File: src/rtl/digit_entry_ctrl.sv
// rtl/digit_entry_ctrl.sv - debounced three-button digit editor with cursor, auto-repeat, carry and parallel load
module digit_entry_ctrl #(
  parameter int DIGITS       = 4,
  parameter int RADIX        = 10,
  parameter int DB_CYCLES    = 50000,
  parameter int REPEAT_DELAY = 25000000,
  parameter int REPEAT_RATE  = 5000000,
  parameter int CARRY        = 0,
  localparam int SELW        = $clog2(DIGITS + 1)
) (
  input  logic                  clk,
  input  logic                  nRst,
  input  logic                  inc_n,
  input  logic                  dec_n,
  input  logic                  nxt_n,
  input  logic                  load,
  input  logic [4*DIGITS-1:0]   load_val,
  output logic [4*DIGITS-1:0]   digits,
  output logic [SELW-1:0]       sel,
  output logic                  editing,
  output logic                  chg
);

  localparam int DB_W = $clog2(DB_CYCLES + 1);
  localparam logic [DB_W-1:0] DB_LAST = DB_W'(DB_CYCLES - 1);
  localparam int RPT_MAX = (REPEAT_DELAY > REPEAT_RATE) ? REPEAT_DELAY : REPEAT_RATE;
  localparam int RPT_W = $clog2(RPT_MAX + 1);
  localparam logic [RPT_W-1:0] RPT_DLY = RPT_W'(REPEAT_DELAY);
  localparam logic [RPT_W-1:0] RPT_RT  = RPT_W'(REPEAT_RATE);
  localparam logic [3:0] DIG_TOP = 4'(RADIX - 1);
  localparam logic [4:0] RADIX_V = 5'(RADIX);
  localparam logic [SELW-1:0] SEL_LAST = SELW'(DIGITS);

  typedef enum logic [1:0] {RPT_IDLE, RPT_WAIT, RPT_RUN} rpt_state_t;

  // Button index: 0 = inc, 1 = dec, 2 = nxt
  logic [2:0]      raw;
  logic [2:0]      sync1;
  logic [2:0]      sync2;
  logic [2:0]      stab;
  logic [2:0]      press;
  logic [DB_W-1:0] db_cnt [3];
  logic [1:0]      rpt;

  assign raw = {nxt_n, dec_n, inc_n};

  always_ff @(posedge clk or negedge nRst) begin
    if (!nRst) begin
      sync1 <= '1;
      sync2 <= '1;
      stab  <= '1;
      press <= '0;
      for (int b = 0; b < 3; b++) db_cnt[b] <= '0;
    end else begin
      sync1 <= raw;
      sync2 <= sync1;
      press <= '0;
      for (int b = 0; b < 3; b++) begin
        if (sync2[b] == stab[b]) begin
          db_cnt[b] <= '0;
        end else if (db_cnt[b] == DB_LAST) begin
          stab[b]   <= sync2[b];
          db_cnt[b] <= '0;
          press[b]  <= ~sync2[b];
        end else begin
          db_cnt[b] <= db_cnt[b] + DB_W'(1);
        end
      end
    end
  end

  // Hold-to-repeat for inc and dec; the counter restarts at 1 on every fire
  genvar g;
  generate
    for (g = 0; g < 2; g++) begin : g_rpt
      rpt_state_t       state;
      rpt_state_t       state_nx;
      logic [RPT_W-1:0] cnt;
      logic [RPT_W-1:0] cnt_nx;
      logic             fire;

      always_ff @(posedge clk or negedge nRst) begin
        if (!nRst) begin
          state <= RPT_IDLE;
          cnt   <= '0;
        end else begin
          state <= state_nx;
          cnt   <= cnt_nx;
        end
      end

      always_comb begin
        state_nx = state;
        cnt_nx   = cnt;
        fire     = 1'b0;
        if (REPEAT_DELAY == 0 || stab[g]) begin
          state_nx = RPT_IDLE;
          cnt_nx   = '0;
        end else if (press[g]) begin
          state_nx = RPT_WAIT;
          cnt_nx   = RPT_W'(1);
        end else begin
          case (state)
            RPT_WAIT: begin
              if (cnt == RPT_DLY) begin
                fire     = 1'b1;
                state_nx = RPT_RUN;
                cnt_nx   = RPT_W'(1);
              end else begin
                cnt_nx = cnt + RPT_W'(1);
              end
            end
            RPT_RUN: begin
              if (cnt == RPT_RT) begin
                fire   = 1'b1;
                cnt_nx = RPT_W'(1);
              end else begin
                cnt_nx = cnt + RPT_W'(1);
              end
            end
            default: ;
          endcase
        end
      end

      assign rpt[g] = fire;
    end
  endgenerate

  logic                ev_inc;
  logic                ev_dec;
  logic                ev_nxt;
  logic [4*DIGITS-1:0] dig_q;
  logic [4*DIGITS-1:0] dig_nx;
  logic [SELW-1:0]     sel_q;
  logic [SELW-1:0]     sel_nx;
  logic                rip;
  logic [3:0]          nib;

  assign ev_inc = press[0] | rpt[0];
  assign ev_dec = press[1] | rpt[1];
  assign ev_nxt = press[2];

  // rip marks "this digit still has to absorb a +1/-1"; it starts at the cursor digit
  always_comb begin
    dig_nx = dig_q;
    sel_nx = sel_q;
    rip    = 1'b0;
    nib    = '0;
    if (load) begin
      for (int k = 0; k < DIGITS; k++) begin
        nib = load_val[4*k +: 4];
        dig_nx[4*k +: 4] = ({1'b0, nib} < RADIX_V) ? nib : 4'd0;
      end
      sel_nx = '0;
    end else begin
      if (sel_q != '0 && (ev_inc ^ ev_dec)) begin
        for (int k = 0; k < DIGITS; k++) begin
          nib = dig_q[4*k +: 4];
          if (k == int'(sel_q) - 1) rip = 1'b1;
          if (rip) begin
            if (ev_inc) begin
              if (nib == DIG_TOP) begin
                dig_nx[4*k +: 4] = 4'd0;
              end else begin
                dig_nx[4*k +: 4] = nib + 4'd1;
                rip = 1'b0;
              end
            end else begin
              if (nib == 4'd0) begin
                dig_nx[4*k +: 4] = DIG_TOP;
              end else begin
                dig_nx[4*k +: 4] = nib - 4'd1;
                rip = 1'b0;
              end
            end
            if (CARRY == 0) rip = 1'b0;
          end
        end
      end
      if (ev_nxt) sel_nx = (sel_q == SEL_LAST) ? '0 : sel_q + SELW'(1);
    end
  end

  always_ff @(posedge clk or negedge nRst) begin
    if (!nRst) begin
      dig_q   <= '0;
      sel_q   <= '0;
      chg     <= 1'b0;
      editing <= 1'b0;
    end else begin
      dig_q   <= dig_nx;
      sel_q   <= sel_nx;
      chg     <= (dig_nx != dig_q);
      editing <= (sel_nx != '0);
    end
  end

  assign digits = dig_q;
  assign sel    = sel_q;

endmodule

File: config.mk
export PLATFORM = sky130hd
export DESIGN_NAME = digit_entry_ctrl
export DESIGN_NICKNAME = d
export VERILOG_FILES = /design/src/rtl/digit_entry_ctrl.sv
export SDC_FILE = /design/constraint.sdc
export NUM_CORES = 1
export LEC_CHECK = 0
export BUFFER_PORTS_ARGS = -buffer_cell sky130_fd_sc_hd__buf_4
export CORE_ASPECT_RATIO = 1.4
export CORE_MARGIN = 2
export CORE_UTILIZATION = 60
export CTS_BUF_LIST = sky130_fd_sc_hd__clkbuf_8
export CTS_CLUSTER_SIZE = 10
export DETAILED_ROUTE_END_ITERATION = 10
export PLACE_DENSITY = 0.83
export SLEW_MARGIN = 0
export SYNTH_ARGS = -nofsm -noshare
export SYNTH_HDL_FRONTEND = slang
export SYNTH_SLANG_ARGS = --single-unit
File: constraint.sdc
create_clock -name clk -period 7.7 [get_ports clk]
set_clock_uncertainty 0.2 [all_clocks]
set_input_delay 1.54 -clock clk [delete_from_list [all_inputs] [get_ports clk]]
set_output_delay 1.54 -clock clk [all_outputs]
set_load 0.01 [all_outputs]
==> impl_metrics.py <==
metrics = {
    "synth": {
        "syn_area_sq_um": 7860,
        "ys_top_cells_by_area": "dfrtp_1 40%, o21ai_0 5.6%, nor2_1 5.4%",
        "ys.flop_type": "dfrtp_1",
        "ys_seq_area_share_pct": 43.1,
        "synth_nets": 943,
        "yosys_warnings": 0,
        "synth_top_area_share_pct": 40.1,
        "ys_async_sr_fraction_pct": 100,
        "synth_cell_types": 67,
        "syn_inst": 904,
        "synth_top_area_cell": "dfrtp_1",
        "synth.ff_latch_count": 135,
        "synth_edf_count": 0,
        "synth_area_per_cell_sq_um": 8.69,
    },
    "outcome": {
        "outcome": "finished clean",
    },
    "route": {
        "drtIter0Drc": 386,
        "firstDrtPassIters": 5,
        "num_vias": 6765,
        "vias_per_cell": 6.19,
        "finalWirelength_microns": 17500,
        "ant_nets": 0,
        "drcViolationCount": 0,
        "wl_per_cell_microns": 16.0,
    },
    "sta": {
        "setup_viol": 0,
        "drv_slew": 0,
        "finalCriticalPeriod_ps": 3580,
        "fmax_mhz": 279,
        "worstMarginPinSlew_ps": 1040,
        "finalCritPeriodShare_pct": 46.5,
        "max_slew_margin_pct": 30.9,
        "hold_viol_final": 0,
        "rsz0062_at_grt": "false",
        "whs_ps": 155,
        "fin_setup_tns_ps": 0,
    },
    "power": {
        "power.density_nw_per_um2": 168,
        "internal_power_mw": 1.07,
        "vdd_ir_drop_max_uv": 143,
        "leakage_nw": 3.56,
        "clkPwrFrac_pct": 40.6,
        "combPwrFrac_pct": 7.8,
        "power.switching_mw": 0.382,
        "switching_share_pct": 26.3,
        "power.share.sequential_pct": 51.5,
    },
    "floorplanning": {
        "die_area_sq_um": 14000,
        "fp-row-count": 49,
        "initial_utilization_pct": 61.3,
        "io_pins": 43,
        "design.core.area_sq_um": 12800,
        "die_h_microns": 139,
        "die_x_microns": 101,
    },
    "setup_path": {
        "end_kind": "register",
        "startpoint_type": "register",
        "r2r_end": "digits[13]",
        "critical_path.max_fanout": 13,
        "cp.required_ps": 7890,
        "cp.arrival_ps": 3770,
        "reg2reg_depth": 7,
        "path_class": "register to register",
        "reg2reg_slack_ps": 4120,
        "r2r_start": "g_rpt[0].cnt[16]",
    },
    "grt": {
        "grt_overflow_total": 0,
        "grt_start_max_net_pins": 84,
        "grt_pass1_vias": 6390,
        "grt_antenna_before_repair": 0,
        "grt_pass1_wl_microns": 29900,
        "grtUsageTotal_pct": 26.4,
    },
    "clock_network": {
        "tritoncts": "yes",
        "cts_setup_buffers": 0,
        "cts_inserted_buffers": 17,
        "clkSlewWorstSetupHoldPaths_ps": 80,
        "cts_root_buffer": "clkbuf_8",
        "cts_resized": 0,
        "worst_skew_pair.late_latency_ps": 450,
        "cts-hold-fix-buffers": 0,
        "htreeDepth": 4,
        "cts_sinks": 135,
        "clockBufferDepth": 2,
    },
    "hold_path": {
        "min_to": "sync2[2]",
        "hold_path_class": "register to register",
        "worstHoldStart": "sync1[2]",
        "hold_depth": 0,
    },
    "run": {
        "cap_violations": 0,
    },
    "placement": {
        "gp_congestion": 0.860,
        "dp.final_hpwl_microns": 12200,
        "portBuffers": 42,
    },
    "layout": {
        "n_antenna_cell": 0,
        "finish.net_count": 966,
        "layout-drive-gt1-share_pct": 11.4,
        "syn_to_final_growth_pct": 9.79,
    },
}
registers in the layout, summed over array words and instances, names as in the netlist:
| name | flops |
|---|---|
| chg | 1 |
| g_rpt.cnt | 50 |
| press | 3 |
| stab | 3 |
| db_cnt | 48 |
| sync2 | 3 |
| editing | 1 |
| sync1 | 3 |
| digits | 16 |
| g_rpt.state | 4 |
| sel | 3 |
cells in the final DEF, fill, tap and decap left out, drive strengths merged, types with 6 or more instances in the layout:
master / netlist / routed
dfrtp: 126 / 126
nor2: 115 / 115
nand2: 89 / 89
o21ai: 88 / 88
nand3: 49 / 49
buf: 4 / 44
xnor2: 39 / 39
a21oi: 35 / 35
inv: 29 / 31
xor2: 28 / 28
nand4: 24 / 24
nor3: 21 / 21
clkbuf: 36 / 18
and3: 17 / 17
ha: 17 / 17
a31oi: 15 / 15
o31ai: 13 / 13
nor4: 11 / 11
nor2b: 9 / 9
mux2i: 9 / 9
dfstp: 9 / 9
or4: 9 / 9
nor4b: 7 / 7
o22ai: 7 / 7
nand2b: 7 / 7
nand3b: 6 / 6
or3: 6 / 6
clkinvlp: 0 / 6
layer usage:
metal	track usage (%)	wire (microns)	vias up	part of all wire, %
met5	0	0	-	0
met4	10.2	393	0	2.2
met3	6.28	869	36	5.0
met2	42.8	8850	179	50
met1	34.1	7410	3265	42
li1	-	-	3285	-
cells by family after synthesis:
group                      synth area share, %
buffers and inverters                     3.39
DFF                                       43.1
muxes                                     1.77
xor gates and xnor gates                  7.47
AOI/OAI and AO/OA                         16.3
and+or+nand+nor                           25.2
adders and majority gates                 2.71
synth_stat cells (3+ instances only):
| master | count |
|---|---|
| a211oi_1 | 3 |
| a21boi_0 | 3 |
| a21oi_1 | 33 |
| a22o_1 | 3 |
| a31o_2 | 3 |
| a31oi_1 | 15 |
| a41oi_1 | 3 |
| and2_1 | 5 |
| and3_1 | 17 |
| and4_1 | 3 |
| buf_2 | 3 |
| clkbuf_1 | 36 |
| dfrtp_1 | 126 |
| dfstp_2 | 9 |
| ha_1 | 17 |
| inv_1 | 29 |
| mux2_2 | 3 |
| mux2i_1 | 9 |
| nand2_1 | 89 |
| nand2b_1 | 7 |
| nand3_1 | 49 |
| nand3b_1 | 6 |
| nand4_1 | 24 |
| nor2_1 | 114 |
| nor2b_1 | 9 |
| nor3_1 | 21 |
| nor3b_1 | 4 |
| nor4_1 | 11 |
| nor4b_1 | 7 |
| o211ai_1 | 4 |
| o21ai_0 | 88 |
| o22ai_1 | 7 |
| o2bb2ai_1 | 5 |
| o31ai_1 | 13 |
| o41ai_1 | 3 |
| or2_2 | 5 |
| or3_1 | 6 |
| or4_1 | 8 |
| or4b_2 | 3 |
| xnor2_1 | 39 |
| xor2_1 | 28 |
worst max-delay path by stage:
stage / slack (ps) / from / endpoint
3_5_place_dp: 4140 / g_rpt[0].cnt[16] / digits[13]
5_1_grt: 3930 / g_rpt[0].cnt[16] / digits[13]
6_report: 4120 / g_rpt[0].cnt[16] / digits[13]
2_1_floorplan: 4640 / g_rpt[0].cnt[16] / digits[13]
3_3_place_gp: 4230 / g_rpt[0].cnt[16] / digits[13]
4_1_cts: 4140 / g_rpt[0].cnt[16] / digits[13]
through the flow:
stage	area (sq um)	instances	worst slack, ps	util (%)	total power [mW]
final	8630	1093	4120	67.3	1.45
after floorplan	7860	904	4640	-	0.819
after global placement	8230	1061	4230	64.2	0.872
after detailed placement	8230	1061	4140	64.2	0.874
after CTS	8630	1093	4140	67.3	1.46
after global routing	8630	1093	3930	67.3	1.51
area by class of cell:
| class | count | area, sq um |
|---|---|---|
| well taps | 153 | 191 |
| inverters | 30 | 113 |
| repair buffers | 44 | 334 |
| multi-input cells | 699 | 4200 |
| clock buffers | 18 | 248 |
| flip-flops and latches | 135 | 3390 |
| fillers | 1041 | 4190 |
| clock inverters | 14 | 150 |
power groups by stage:
stage	combinational, mW	clock (mW)	sequential, mW
final	0.114	0.589	0.747
after global routing	0.127	0.632	0.750
after CTS	0.115	0.602	0.746
after detailed placement	0.114	0	0.760
after global placement	0.112	0	0.760
after floorplan	0.0714	0	0.748
worst max-delay path: stages (launching register included):
cell,delay (ps)
dfrtp_1,440
or4_1,530
or4_4,470
a2111oi_4,600
o211ai_2,350
mux2_4,360
or4_1,460
nand3_1,110
(Power assumes the default switching activity.)
